File: config.mk
export PLATFORM = sky130hd
export DESIGN_NAME = mux_rr_nto1_flat
export DESIGN_NICKNAME = d
export VERILOG_FILES = /design/src/rtl/mux_rr_nto1_if.sv /design/src/rtl/mux_rr_nto1.sv /design/src/flat_wrapper.sv
export SDC_FILE = /design/constraint.sdc
export NUM_CORES = 1
export LEC_CHECK = 0
export ABC_AREA = 1
export BUFFER_PORTS_ARGS = -buffer_cell sky130_fd_sc_hd__buf_4
export CORE_ASPECT_RATIO = 1.4
export CORE_MARGIN = 10
export CORE_UTILIZATION = 41
export CTS_BUF_LIST = sky130_fd_sc_hd__clkbuf_8
export CTS_CLUSTER_DIAMETER = 100
export CTS_CLUSTER_SIZE = 24
export DETAILED_ROUTE_END_ITERATION = 16
export GPL_TIMING_DRIVEN = 0
export HOLD_SLACK_MARGIN = 0.02
export PLACE_DENSITY = 0.81
export RECOVER_POWER = 25
export SYNTH_ARGS = -nofsm -noshare
export SYNTH_HDL_FRONTEND = slang
export SYNTH_SLANG_ARGS = --single-unit
File: constraint.sdc
create_clock -name clk -period 1.35 [get_ports clk]
set_input_delay 0.0675 -clock clk [delete_from_list [all_inputs] [get_ports clk]]
set_output_delay 0.0675 -clock clk [all_outputs]
set_load 0.03 [all_outputs]
File: src/rtl/mux_rr_nto1_if.sv
// Handshake bundle between N producers, the merge mux and its single consumer.
interface mux_rr_nto1_if #(
    parameter int unsigned WIDTH    = 8,
    parameter int unsigned CHANNELS = 4
);
    localparam int unsigned SELW = (CHANNELS > 1) ? $clog2(CHANNELS) : 1;

    logic [CHANNELS*WIDTH-1:0] in_data;
    logic [CHANNELS-1:0]       in_valid;
    logic [CHANNELS-1:0]       in_ready;
    logic [SELW-1:0]           select;
    logic [WIDTH-1:0]          out_data;
    logic                      out_valid;
    logic                      out_ready;
    logic [SELW-1:0]           out_chan;

    // slave: the mux itself; master: the surrounding producers/consumer
    modport slave (
        input  in_data, in_valid, select, out_ready,
        output in_ready, out_data, out_valid, out_chan
    );

    modport master (
        output in_data, in_valid, select, out_ready,
        input  in_ready, out_data, out_valid, out_chan
    );
endinterface

File: src/rtl/mux_rr_nto1.sv
// Registered N-to-1 merge with valid/ready handshake; fixed-select or round-robin grant.
module mux_rr_nto1 #(
    parameter int unsigned WIDTH    = 8,
    parameter int unsigned CHANNELS = 4,
    parameter int unsigned RR_MODE  = 0
) (
    input  logic         clk,
    input  logic         rst_n,
    mux_rr_nto1_if.slave bus
);
    localparam int unsigned SELW = (CHANNELS > 1) ? $clog2(CHANNELS) : 1;

    logic [WIDTH-1:0]    out_data_q, out_data_d;
    logic                out_valid_q, out_valid_d;
    logic [SELW-1:0]     out_chan_q, out_chan_d;
    logic [SELW-1:0]     ptr_q, ptr_d;

    logic                space_c;
    logic                grant_vld_c;
    logic [SELW-1:0]     grant_idx_c;
    logic [WIDTH-1:0]    grant_data_c;
    logic [CHANNELS-1:0] in_ready_c;
    logic [31:0]         cand_c;

    // The output register can take a word whenever it is empty or draining.
    assign space_c = !out_valid_q || bus.out_ready;

    // Grant selection: rotating search from ptr_q, or the decoded SELECT.
    always_comb begin : grant_logic
        grant_vld_c = 1'b0;
        grant_idx_c = '0;
        cand_c      = '0;
        if (RR_MODE != 0) begin
            for (int unsigned off = 0; off < CHANNELS; off++) begin
                cand_c = 32'(ptr_q) + off;
                if (cand_c >= CHANNELS) begin
                    cand_c = cand_c - CHANNELS;
                end
                if (!grant_vld_c && bus.in_valid[SELW'(cand_c)]) begin
                    grant_vld_c = 1'b1;
                    grant_idx_c = SELW'(cand_c);
                end
            end
        end else begin
            // Out-of-range SELECT values match no channel and are never granted.
            for (int unsigned i = 0; i < CHANNELS; i++) begin
                if ((bus.select == SELW'(i)) && bus.in_valid[SELW'(i)]) begin
                    grant_vld_c = 1'b1;
                    grant_idx_c = SELW'(i);
                end
            end
        end
    end

    // One-hot ready and the granted channel's data word.
    always_comb begin : ready_data
        in_ready_c   = '0;
        grant_data_c = '0;
        for (int unsigned i = 0; i < CHANNELS; i++) begin
            if (grant_idx_c == SELW'(i)) begin
                grant_data_c                = bus.in_data[i*WIDTH +: WIDTH];
                in_ready_c[SELW'(i)]        = grant_vld_c && space_c;
            end
        end
    end

    assign bus.in_ready = in_ready_c;

    // Next state: load on transfer, otherwise clear valid on a plain drain.
    always_comb begin : next_state
        out_data_d  = out_data_q;
        out_valid_d = out_valid_q;
        out_chan_d  = out_chan_q;
        ptr_d       = ptr_q;
        if (grant_vld_c && space_c) begin
            out_data_d  = grant_data_c;
            out_chan_d  = grant_idx_c;
            out_valid_d = 1'b1;
            if (RR_MODE != 0) begin
                ptr_d = (32'(grant_idx_c) == (CHANNELS - 1)) ? '0 : grant_idx_c + SELW'(1);
            end
        end else if (out_valid_q && bus.out_ready) begin
            out_valid_d = 1'b0;
        end
    end

    always_ff @(posedge clk or negedge rst_n) begin : regs
        if (!rst_n) begin
            out_data_q  <= '0;
            out_valid_q <= 1'b0;
            out_chan_q  <= '0;
            ptr_q       <= '0;
        end else begin
            out_data_q  <= out_data_d;
            out_valid_q <= out_valid_d;
            out_chan_q  <= out_chan_d;
            ptr_q       <= ptr_d;
        end
    end

    assign bus.out_data  = out_data_q;
    assign bus.out_valid = out_valid_q;
    assign bus.out_chan  = out_chan_q;

endmodule

File: src/flat_wrapper.sv
// flat-port wrapper written by rule: the top's interface ports become plain ports
module mux_rr_nto1_flat 
#(
    parameter int unsigned WIDTH    = 8,
    parameter int unsigned CHANNELS = 4,
    parameter int unsigned RR_MODE  = 0
)
  (clk, rst_n, bus_in_data, bus_in_valid, bus_select, bus_out_ready, bus_in_ready, bus_out_data, bus_out_valid, bus_out_chan);
  mux_rr_nto1_if #(.WIDTH(WIDTH), .CHANNELS(CHANNELS)) bus_i ();
  input  logic clk;
  input  logic rst_n;
  input wire logic [$bits(bus_i.in_data)-1:0] bus_in_data;
  input wire logic [$bits(bus_i.in_valid)-1:0] bus_in_valid;
  input wire logic [$bits(bus_i.select)-1:0] bus_select;
  input wire logic [$bits(bus_i.out_ready)-1:0] bus_out_ready;
  output wire logic [$bits(bus_i.in_ready)-1:0] bus_in_ready;
  output wire logic [$bits(bus_i.out_data)-1:0] bus_out_data;
  output wire logic [$bits(bus_i.out_valid)-1:0] bus_out_valid;
  output wire logic [$bits(bus_i.out_chan)-1:0] bus_out_chan;
  assign bus_i.in_data = bus_in_data;
  assign bus_i.in_valid = bus_in_valid;
  assign bus_i.select = bus_select;
  assign bus_i.out_ready = bus_out_ready;
  assign bus_in_ready = bus_i.in_ready;
  assign bus_out_data = bus_i.out_data;
  assign bus_out_valid = bus_i.out_valid;
  assign bus_out_chan = bus_i.out_chan;
  mux_rr_nto1 #(.WIDTH(WIDTH), .CHANNELS(CHANNELS), .RR_MODE(RR_MODE)) u_core (.clk(clk), .rst_n(rst_n), .bus(bus_i));
endmodule
; ---- After elaboration in Yosys (flattened, before gate mapping)
; Cells that the tools add are included.
[totals]
memories = 0
input_bits = 41
output_inout_bits = 15
reg_bits = 11
rom_bits = 0
ram_bits = 0
latchBits = 0
[op_classes]
n_reduce_logical = 11
n_eq_ne = 6
n_div = 0
order_cmp = 0
muxes = 17
multipliers = 0
addsub = 0
shifts = 0
bitwise_logic = 0
[ops]
columns = cell, count
row1 = $mux W8, 4
row2 = $mux W1, 11
row3 = $eq A2 B2 Y1 const B, 4
row4 = $logic_and A1 B1 Y1, 6
row5 = $eq A2 B1 Y1 const B, 2
row6 = $logic_not A2 Y1, 2
row7 = $mux W2, 2
row8 = $reduce_bool A2 Y1, 1
row9 = $logic_not A1 Y1, 1
row10 = $logic_or A1 B1 Y1, 1

; ---- Logic depth before layout (Yosys ltp)
; Gate-level depths: netlist of run 1.
[depth]
ltp_word = 10
ltp_mapped = 9
depth_no_buf = 8

; ---- Least setup slack after synthesis of run 1
; Ideal clock, no wire load.
[synth_path]
path_type = register -> output
from = register u_core.out_valid_q (netlist: u_core.bus.out_valid)
to = output bus_in_ready[1]
path_buffers = 1
t_required_ns = 1.283
t_arrival_ns = 1.353
setup_slack_ns = -0.071
path_stages_with_launch = 7
cell_sequence = dfrtp_1 inv_1 nor2_1 inv_1 o21ai_4 buf_6 nor2_1
[synth_between]
elab_chain_len = 4
[synth_rtl]
columns = element, line_no
row1 = start: declaration, mux_rr_nto1.sv:14  ; logic out_valid_q, out_valid_d;
row2 = start signal: assignment, mux_rr_nto1.sv:95  ; out_valid_q <= out_valid_d;
row3 = $logic_not A1 Y1, mux_rr_nto1.sv:26  ; assign space_c = !out_valid_q || bus.out_ready;
row4 = $logic_or A1 B1 Y1, mux_rr_nto1.sv:26
row5 = $logic_and A1 B1 Y1, mux_rr_nto1.sv:62  ; in_ready_c[SELW'(i)] = grant_vld_c && space_c;
row6 = $mux W1, mux_rr_nto1.sv:60  ; if (grant_idx_c == SELW'(i)) begin
row7 = end: declaration, flat_wrapper.sv:16  ; output wire logic [$bits(bus_i.in_ready)-1:0] bus_in_ready;
; Every way passes these cells.

; ---- Worst setup path after layout of run 1
[layout_path]
from = register u_core.out_valid_q (netlist: u_core.bus.out_valid)
to = output bus_in_ready[2]
; Same word-level chain as after synthesis.

==> impl_results.md, run 1 <==
- Critical R2R Launch: u_core.bus.out_valid
- Starting Density: between 40% and 50%
- Leak Pwr: ~0.78 nW
- Largest cells by area after synthesis: dfrtp_1 (36%), nand2_1 (20%), nand3_1 (14%), inv_1 (9.3%), nor2_1 (5.9%)
- #FFs+latches synth: 11
- Initial drt markers: 14
- Distinct cells, synth: 14
- Layout area overhead: 73.3%
- Final Cycle Share: 98.6%
- Sw Share: between 30% and 40%
- Unrepaired setup endpoints after global routing: yes
- Clock sink count: 11
- Clk slew on worst S/H paths: 0.05 ns
- Fin. Hold Viols: 0
- Cell Count Post-Placement: about 200
- Crit path capture type: output port
- Via count of the first global-routing pass: 997
- # DRC: 0
- Post-route design area: 1330 um2
- # diodes: 0
- Final number of setup-violating endpoints: 0
- Share of the synthesized area in the top cell type: 35.8%
- Internal power: between 0.8 and 0.9 mW
- IO Count: 56
- Nets: 228
- Max Cap Violations: 0
- Pin count of the biggest net entering global routing: 12
- Slew @ Worst Pin: 0.557 ns
- Worst Path Max Fanout: 8
- Min Tclk post-route: 1.33 ns
- Initial antenna violation count: 0
- Post-place instance area: around 1200 um2
- CTS H-Tree Depth: 1
- Syn_nets: 163
- Root Buffer: clkbuf_8
- Grt total ovfl: 0
- Max clock buf depth: 2
- Worst Path Arrival: 1.26 ns
- P_sw: 0.516 mW
- Placement Rows: 18
- Fraction of layout cells with a size suffix above 1: 41.9%
- Hold path start: bus_in_data[26]
- Post-synthesis area per instance: around 6.3 um2
- HPWL after DPL: 2.27 mm
- Critical Path RT: 1.28 ns
- Final Wtd Congestion: 0.729
- Crit path from: u_core.bus.out_valid
- Fill cell count: between 100 and 150
- Final Skew: 0.00118 ns
- Total clock buffers created by CTS: 3
- Final Core Density: 75.0%
- PwrDens: ~1000 nW/um2
- Clk pwr share: 22.4%
- Wire per inst: between 10 and 15 um
- Reg power frac: 31.8%
- Peak Freq: around 750 MHz
- First-pass DRT Iterations: 4
- Min-delay worst type: in2reg
- Setup crit start kind: register
- Global router's overall resource usage: 12.4%
- Core Region: 1780 um2
- Vias/cell: between 4 and 5
- Synthesized area: 769 um2
- CTS tree: done
- Crit path kind: reg2out
- Slew Limit Fails: 0
- Worst skew pair latency: 0.23 ns
- DIE AREA: 4030 um2
- Slew margin rel.: 62.8%
- Routed WL: 2.69 mm
- Die span in y: slightly above 70 um
- Sequential-to-total area share from yosys stat: 35.8%
- Final ANT Viol Nets: 0
- Status: completed
- Comb pwr share: around 46%
- Via Count: 1004
- Mapped Cells: 122
- Port bufs: 55
- Maximum vdd drop: 0.543 mV
- Post-synth top area cell: dfrtp_1
- Global-route wire length before repair: 4.22 mm
- Non-filler cells, final: between 200 and 250
- Setup TNS: 0 ns
- DIE WIDTH: roughly 57 um
- Synthesis Warnings: 0
-- path summary, 6_finish.rpt --
check | cells past startpoint | slack (ns) | to
min reg2reg | 2 | 0.48 | u_core.bus.out_data[2]
max reg2reg | 8 | 0.12 | u_core.bus.out_data[1]
min in group asynchronous | 2 | 0.35 | u_core.bus.out_data[6]
max in group asynchronous | 2 | 0.64 | u_core.bus.out_data[4]
max | 7 | 0.02 | bus_in_ready[2]
min | 5 | 0.15 | u_core.bus.out_data[2]
-- power by group through the flow --
stage | combinational, mW | sequential (mW) | clock (mW)
4_1_cts | 0.616 | 0.441 | 0.317
2_1_floorplan | 0.176 | 0.592 | 0
3_3_place_gp | 0.586 | 0.443 | 0
6_report | 0.636 | 0.442 | 0.311
3_5_place_dp | 0.596 | 0.446 | 0
5_1_grt | 0.683 | 0.455 | 0.340
-- worst max-delay path, stage by stage (launching register included) --
cell     delay, ns
dfrtp_1       0.39
inv_2         0.08
nor2_2        0.04
inv_2         0.09
o21ai_4       0.07
buf_6         0.15
nor2_4        0.09
buf_6         0.13
-- state kept, by name, indices dropped and copies added, names as in the netlist --
register and count:
u_core.bus.out_chan 2, u_core.bus.out_data 8, u_core.bus.out_valid 1
-- synth_stat cells --
cell type	count
nand2_2	1
o21ai_0	2
nor2_1	12
buf_4	1
dfrtp_1	11
nand3_2	2
inv_2	1
buf_6	1
o21ai_1	1
nand3_1	21
o21ai_4	1
inv_1	19
nand2_1	42
a21oi_1	7
-- cell families (layout without fill, tap and decap cells) --
logic type | count (synthesis) | in the layout | synth area share (%)
compound gates | 11 | 11 | 8.62
simple gates | 78 | 78 | 43.4
flops | 11 | 11 | 35.8
buf+inv | 22 | 86 | 12.2
-- area by class of cell --
class	count	area, um2	share of cell area [%]
tap	20	25.0	1.88
sequential	11	275	20.6
inverter	20	77.6	5.82
clock inverter	1	3.75	0.281
clock buffer	3	41.3	3.10
timing repair buffer	60	460	34.5
buffer	2	18.8	1.41
multi-input combinational	89	432	32.4
-- timing repair --
item / CTS / global route
pin swaps: 1 / 0
setup endpoints to repair: 4 / 11
setup buffers: 1 / 3
hold endpoints to repair: 11 / 0
hold buffers: 1 / 0
gates cloned: 0 / 0
resized for setup: 6 / 10
-- through the flow --
step / setup WS (ns) / hold slack [ns] / total power [mW]
6_report: 0.0190 / 0.151 / 1.39
5_1_grt: -0.0439 / 0.169 / 1.48
4_1_cts: -0.0659 / 0.150 / 1.37
3_5_place_dp: 0.0851 / -0.0956 / 1.04
3_3_place_gp: 0.125 / -0.0980 / 1.03
2_1_floorplan: -0.0707 / -0.228 / 0.769
-- routing by layer --
| metal | share of wire, % | GRT usage [%] |
|---|---|---|
| met2 | 53 | 22.6 |
| met3 | 7.5 | 3.17 |
| met5 | 0 | 0 |
| met4 | 3.0 | 6.43 |
| met1 | 36 | 12.3 |
-- placed cells by master, fill, tap and decap left out --
| master | count |
|---|---|
| nand2_2 | 1 |
| dlygate4sd3_1 | 1 |
| buf_6 | 4 |
| inv_2 | 4 |
| o21ai_2 | 1 |
| o21ai_0 | 2 |
| nand3_2 | 4 |
| o21ai_4 | 1 |
| nand3_1 | 19 |
| inv_4 | 1 |
| a21oi_1 | 7 |
| nor2_2 | 1 |
| clkbuf_1 | 1 |
| dfrtp_1 | 11 |
| clkbuf_8 | 3 |
| nand2_1 | 42 |
| nor2_4 | 2 |
| buf_4 | 56 |
| nor2_1 | 9 |
| inv_1 | 16 |
Power figures use the tool's default switching activity.
==> run 2: changes to the inputs <==
==> constraint.sdc (replaced) <==
create_clock -name clk -period 1.43 [get_ports clk]
set_input_delay 0.0715 -clock clk [delete_from_list [all_inputs] [get_ports clk]]
set_output_delay 0.0715 -clock clk [all_outputs]
set_load 0.03 [all_outputs]
==> impl_results.md, run 2 (synthesis results as in run 1) <==
- Fin. Hold Viols: 0 (unchanged)
- Final number of setup-violating endpoints: 0 (unchanged)
- Worst Path Arrival: 1.30 ns (+0.04 ns)
- Final Cycle Share: 95.6%
- Critical R2R Launch: u_core.bus.out_valid
- Min Tclk post-route: 1.37 ns
- Fraction of layout cells with a size suffix above 1: 40.4% (-1.5 points)
- Final Core Density: 74.3% (-0.70 points)
- Crit path kind: reg2out
- Global router's overall resource usage: 12.1% (-0.21 points)
- IO Count: 56 (unchanged)
- Status: completed
- DIE AREA: 4030 um2 (unchanged)
- CTS tree: done
- Wire per inst: 12.9 um (-1.5%)
- Slew @ Worst Pin: 0.558 ns (+0.000807 ns)
- Max clock buf depth: 2 (unchanged)
- Clock sink count: 11 (unchanged)
- CTS H-Tree Depth: 1 (unchanged)
- Final worst slack: 0.0632 ns (+0.0442 ns)
- # DRC: 0 (unchanged)
- Total clock buffers created by CTS: 3 (unchanged)
- Largest register FFs: 8 (unchanged)
- GRT busiest layer: met2
- Final total power: 1.31 mW (-5.8%)
- Final Skew: 0.00176 ns (+0.000572 ns)
- DIE WIDTH: 56.6 um (unchanged)
- Nets: 230 (+0.88%)
- Min-delay worst type: in2reg
- Via Count: 990 (-1.4%)
- Clk slew on worst S/H paths: 0.05 ns (about the same)
- R2R setup slack: 0.19 ns (+0.07 ns)
- Vias/cell: 4.76 (-2.3%)
- Global-route wire length before repair: 4.16 mm (-1.3%)
- Hold path start: bus_out_ready
- Pin count of the biggest net entering global routing: 12 (unchanged)
- PwrDens: 990 nW/um2 (-4.9%)
- Port bufs: 55 (unchanged)
- First-pass DRT Iterations: 4 (unchanged)
- Met3 global-route usage: 3.00% (-0.18 points)
- Crit path capture type: output port
- Initial antenna violation count: 0 (unchanged)
- Peak Freq: between 700 and 800 MHz
- Slew Limit Fails: 0 (unchanged)
- Worst skew pair latency: 0.23 ns (about the same)
- Root Buffer: clkbuf_8
- Die span in y: 71.3 um (unchanged)
- Most frequent cells in the layout: buf_4 (60), nand2_1 (42), nand3_1 (21), inv_1 (17), dfrtp_1 (11)
- Setup crit start kind: register
- Setup TNS: 0 ns (unchanged)
- GR Util met1: 12.2% (-0.10 points)
- Worst Path Max Fanout: 8 (unchanged)
- Routed WL: 2.68 mm (-0.52%)
- Most common library cell in the layout ignoring fill and taps: buf_4
- Critical Path RT: 1.36 ns (+0.08 ns)
- Met2 usage: 22.1% (-0.49 points)
- Place WS: 0.165 ns (+0.0800 ns)
- Grt total ovfl: 0 (unchanged)
- Layout area overhead: 71.7%
- HPWL after DPL: 2.27 mm (unchanged)
- Final ANT Viol Nets: 0 (unchanged)
- Max Cap Violations: 0 (unchanged)
- Core Region: 1780 um2 (unchanged)
- # diodes: 0 (unchanged)
- Final Wtd Congestion: 0.729 (unchanged)
- Maximum vdd drop: 0.515 mV (-5.1%)
- Via count of the first global-routing pass: 984 (-1.3%)
- Initial drt markers: 24 (+10)
- Placement Rows: 18 (unchanged)
- Starting Density: 43.2% (unchanged)
- Slew margin rel.: 62.8% (about the same)
- Leak Pwr: 0.789 nW (+0.81%)
- Crit path from: u_core.bus.out_valid
==> run 2: cell type report <==
cell class,count,area (um2)
Buffer,2,18.8
Timing Repair Buffer,62,468
Tap cell,20,25.0
Multi-Input combinational cell,89,414
Fill cell,158,458
Inverter,20,75.1
Clock buffer,3,41.3
Sequential cell,11,275
Clock inverter,1,3.75
==> run 2: through the flow <==
stage | std cells | instance area, um2 | hold slack, ns
after floorplan | 122 | 769 | -0.224
after global placement | 197 | 1210 | -0.0940
after detailed placement | 197 | 1210 | -0.0916
after CTS | 202 | 1260 | 0.145
after global routing | 208 | 1320 | 0.173
final | 208 | 1320 | 0.150
==> run 2: worst paths after layout <==
check                                          to  depth (start not counted)
min                          u_core.bus.out_valid                          4
min in group asynchronous  u_core.bus.out_chan[1]                          2
max                               bus_in_ready[1]                          7
max in group asynchronous  u_core.bus.out_data[4]                          2
max reg2reg                u_core.bus.out_data[2]                          8
min reg2reg                u_core.bus.out_data[2]                          2
==> run 2: timing repair <==
item / CTS / global route
setup buffers: 0 / 6
hold buffers: 1 / 0
endpoints found under the setup margin: 3 / 4
hold endpoints to repair: 11 / 0
resized for setup: 2 / 6
==> run 2: critical path, stage by stage (launching register included) <==
cell and delay [ns]:
dfrtp_1 0.36, inv_2 0.05, nor2_1 0.12, inv_2 0.08, o21ai_4 0.09, buf_6 0.17, nor2_2 0.04, buf_4 0.16
==> run 2: layer usage <==
layer	vias to the layer above	share of wire (%)
li1	514	-
met1	441	37
met2	33	54
met3	2	6.8
met4	0	1.3
met5	-	0
==> run 2: where the power goes <==
group,internal [mW],total (mW),switching (mW)
registers,0.381,0.418,0.0367
clock network,0.188,0.294,0.106
logic,0.259,0.597,0.338
==> run 3: changes to the inputs <==
--- a/config.mk
+++ b/config.mk
@@ -5,11 +5,10 @@
 export SDC_FILE = /design/constraint.sdc
 export NUM_CORES = 1
 export LEC_CHECK = 0
-export ABC_AREA = 1
 export BUFFER_PORTS_ARGS = -buffer_cell sky130_fd_sc_hd__buf_4
 export CORE_ASPECT_RATIO = 1.4
 export CORE_MARGIN = 10
-export CORE_UTILIZATION = 41
+export CORE_UTILIZATION = 42
 export CTS_BUF_LIST = sky130_fd_sc_hd__clkbuf_8
 export CTS_CLUSTER_DIAMETER = 100
 export CTS_CLUSTER_SIZE = 24
==> impl_results.md, run 3 <==
- Min-delay worst type: in2reg
- P_sw: 0.489 mW (+1.7%)
- Via count of the first global-routing pass: 1086 (+10%)
- Crit path buffers/inverters: 3 (-1)
- Status: finished with violations
- Worst R2R Path Depth: 7 (-1)
- Nets: 205 (-11%)
- Internal power: 0.877 mW (+5.9%)
- Initial antenna violation count: 0 (unchanged)
- Worst Path Arrival: 1.47 ns (+0.17 ns)
- Worst path cell trace: nor2b_4, a211oi_2, buf_4, buf_6, and2_4, buf_6
- Largest cells by area after synthesis: dfrtp_1 (34%), o21ai_0 (8.6%), a22o_1 (7.6%), a22oi_1 (6.5%), nor3_1 (6.2%)
- Die span in y: 72.0 um (+1.1%)
- Slew margin rel.: 60.7% (-2.1 points)
- Worst Hold End: u_core.bus.out_data[3]
- Critical R2R Launch: u_core.bus.out_valid
- Cell family with most CP delay: flip-flops
- Post-synth top cells: o21ai_0 (14), dfrtp_1 (11), nand2_1 (10), nor3_1 (10)
- Worst skew pair latency: 0.23 ns (about the same)
- Crit path capture type: output port
- Mapped Cells: 98 (-20%)
- Crit path top cell by count: buf_6
- Pin count of the biggest net entering global routing: 12 (unchanged)
- Post-synth top area cell: dfrtp_1
- Final total power: 1.37 mW (+4.4%)
- Reg power frac: 31.1% (-0.8 points)
- Post-synthesis async set-or-reset flop share: 100% (unchanged)
- Global router's overall resource usage: 14.3% (+2.1 points)
- Worst stage delay on the critical path: 0.40 ns (+0.04 ns)
- Via Count: 1012 (+2.2%)
- Cells on Worst Hold Path: 3 (-1)
- Initial drt markers: 14 (-42%)
- Final number of setup-violating endpoints: 5 (+5)
- Final Skew: 0.00223 ns (+0.000472 ns)
- Root Buffer: clkbuf_8
- Layout area overhead: 74.0%
- Placement Rows: 18 (unchanged)
- Final Cycle Share: 108% (+12 points)
- Synthesis Warnings: 0 (unchanged)
- Min Tclk post-route: 1.54 ns (+0.175 ns)
- Worst path depth: 6 (-1)
- Synth Flop Type: dfrtp_1
- Most frequent cells in the layout: buf_4 (57), o21ai_0 (14), nand2_1 (10), dfrtp_1 (10)
- Wire per inst: 16.7 um (+30%)
- Place WS: -0.0160 ns (-0.181 ns)
- First-pass DRT Iterations: 4 (unchanged)
- Routed WL: 3.06 mm (+14%)
- Post-synthesis adder-cell area fraction: 0% (unchanged)
- Sw Share: 35.8% (-0.94 points)
- Reg-to-reg endpoint: u_core.bus.out_data[0]
- # DRC: 0 (unchanged)
- Leak Pwr: 0.672 nW (-15%)
- Max Cap Violations: 0 (unchanged)
- Final ANT Viol Nets: 0 (unchanged)
- Fraction of layout cells with a size suffix above 1: 48.5% (+8.0 points)
- Largest register FFs: 8 (unchanged)
- Slew Limit Fails: 0 (unchanged)
- Final worst slack: -0.112 ns (-0.175 ns)
- PwrDens: 967 nW/um2 (-2.4%)
- Final Wtd Congestion: 0.797 (+9.4%)
- Clock sink count: 11 (unchanged)
- #FFs+latches synth: 11 (unchanged)
- Syn_nets: 139 (-15%)
- Compound-Gate Fraction of Synth Area: 33.9% (+25 points)
- Global-route wire length before repair: 4.98 mm (+20%)
- # diodes: 0 (unchanged)
- Count leader, synth: o21ai_0
- Fin. Hold Viols: 0 (unchanged)
- DIE WIDTH: 57.2 um (+0.96%)
- Mux share of post-synthesis cell area: 6.16% (+6.2 points)
- XOR/XNOR Fraction of Synth Area: 0% (unchanged)
- IO Count: 56 (unchanged)
- Share of the synthesized area in the top cell type: 33.9% (-1.9 points)
- Synthesized area: 812 um2 (+5.5%)
- Starting Density: 45.1% (+1.8 points)
- Largest family of logic cells by synthesized area: compound AO/OA/AOI/OAI gates
- Unrepaired setup endpoints after global routing: yes
- Port bufs: 55 (unchanged)
- Grt total ovfl: 0 (unchanged)
- Sequential-to-total area share from yosys stat: 33.9% (-1.9 points)
- EDFF count, synth: 0 (unchanged)
- HPWL after DPL: 2.48 mm (+9.2%)
- Slowest stage cell, crit path: dfrtp_2
- Post-synthesis area per instance: 8.29 um2 (+31%)
- Vias/cell: 5.53 (+16%)
- Core Region: 1800 um2 (+1.3%)
- Clk pwr share: 21.4% (-1.0 points)
- CTS tree: done
- Hold path start: bus_in_data[27]
- Clk slew on worst S/H paths: 0.05 ns (about the same)
- Simple logic cell fraction of the synthesized area: 19.6% (-24 points)
- Critical Path RT: 1.36 ns (about the same)
- Failing checks: setup timing
- Peak Freq: 648 MHz (-11%)
- Crit path kind: reg2out
- Most common library cell in the layout ignoring fill and taps: buf_4
- Distinct cells, synth: 28 (+14)
- Max clock buf depth: 2 (unchanged)
- Maximum vdd drop: 0.472 mV (-8.4%)
- Setup crit start kind: register
- Comb pwr share: 47.5% (+1.9 points)
- DIE AREA: 4120 um2 (+2.0%)
- CTS H-Tree Depth: 1 (unchanged)
- R2R setup slack: -0.01 ns (-0.20 ns)
- Slew @ Worst Pin: 0.590 ns (+0.0320 ns)
- Worst Path Max Fanout: 3 (-5)
- Total clock buffers created by CTS: 3 (unchanged)
## run 3: cell types whose count changed in the layout (fill, tap and decap cells not counted), sizes merged, moves of 6 or more
| cell | delta |
|---|---|
| o21ai | +10 |
| nand2 | -33 |
| nand3 | -22 |
| nor3 | +10 |
| inv | -17 |
| nor2 | -10 |
| a22o | +7 |
| a22oi | +7 |
| a31oi | +7 |
| a21oi | -6 |
## run 3: metrics by stage
step	cell area, um2	cells	util (%)	setup TNS, ns	hold WS, ns
5_1_grt	1410	183	78.4	-0.777	0.111
3_3_place_gp	1280	173	71.1	0	-0.0907
4_1_cts	1390	182	77.1	-0.237	0.108
6_report	1410	183	78.4	-0.285	0.108
3_5_place_dp	1280	173	71.1	-0.0386	-0.0879
2_1_floorplan	843	98	-	-0.0849	-0.224
## run 3: power by group through the flow
stage               Combinational, mW  Sequential [mW]  Clock [mW]
floorplan                       0.212            0.564           0
global placement                0.609            0.423           0
detailed placement              0.618            0.428           0
CTS                             0.639            0.423       0.297
global route                    0.689            0.436       0.314
finish                          0.649            0.425       0.292
## run 3: routing by layer
| metal | GRT usage (%) | wire length (um) |
|---|---|---|
| met1 | 14.9 | 1180 |
| met2 | 25.3 | 1650 |
| met4 | 5.24 | 0 |
| met3 | 5.23 | 229 |
| met5 | 0 | 0 |
## run 3: kinds of logic after synthesis
family,after synthesis
buffers and inverters,10
DFF,11
AOI/OAI and AO/OA,41
and+or+nand+nor,32
muxes,4
## run 3: layout make-up
type	count	area (um2)
flip-flops and latches	11	277
repair buffers	61	472
plain buffers	7	53.8
clock buffers	3	41.3
inverters	3	11.3
multi-input cells	77	529
well taps	20	25.0
clock inverters	1	3.75
fillers	133	389
## run 3: worst reg2reg max path: stages, from the launching register on
cell and delay [ns]:
dfrtp_2 0.40, nor2b_4 0.14, a211oi_2 0.20, buf_4 0.17
buf_6 0.09, buf_4 0.15, nor3_1 0.06, a31oi_1 0.15
## run 3: how the worst max path moves through the flow
stage                               from                      to  slack [ns]
floorplan           u_core.bus.out_valid  u_core.bus.out_chan[1]       -0.04
global placement           bus_select[1]         bus_in_ready[0]      0.0006
detailed placement         bus_select[1]  u_core.bus.out_chan[1]       -0.02
CTS                 u_core.bus.out_valid         bus_in_ready[0]       -0.08
global route        u_core.bus.out_valid         bus_in_ready[1]       -0.15
finish              u_core.bus.out_valid         bus_in_ready[1]       -0.11
## run 3: what timing repair did
| item | 4_1_cts | 5_1_grt |
|---|---|---|
| gates resized for setup | 6 | 4 |
| setup endpoints to repair | 3 | 11 |
| pin swaps | 3 | 0 |
| endpoints found under the hold margin | 11 | 0 |
| hold buffers | 1 | 0 |
| buffers inserted | 4 | 1 |
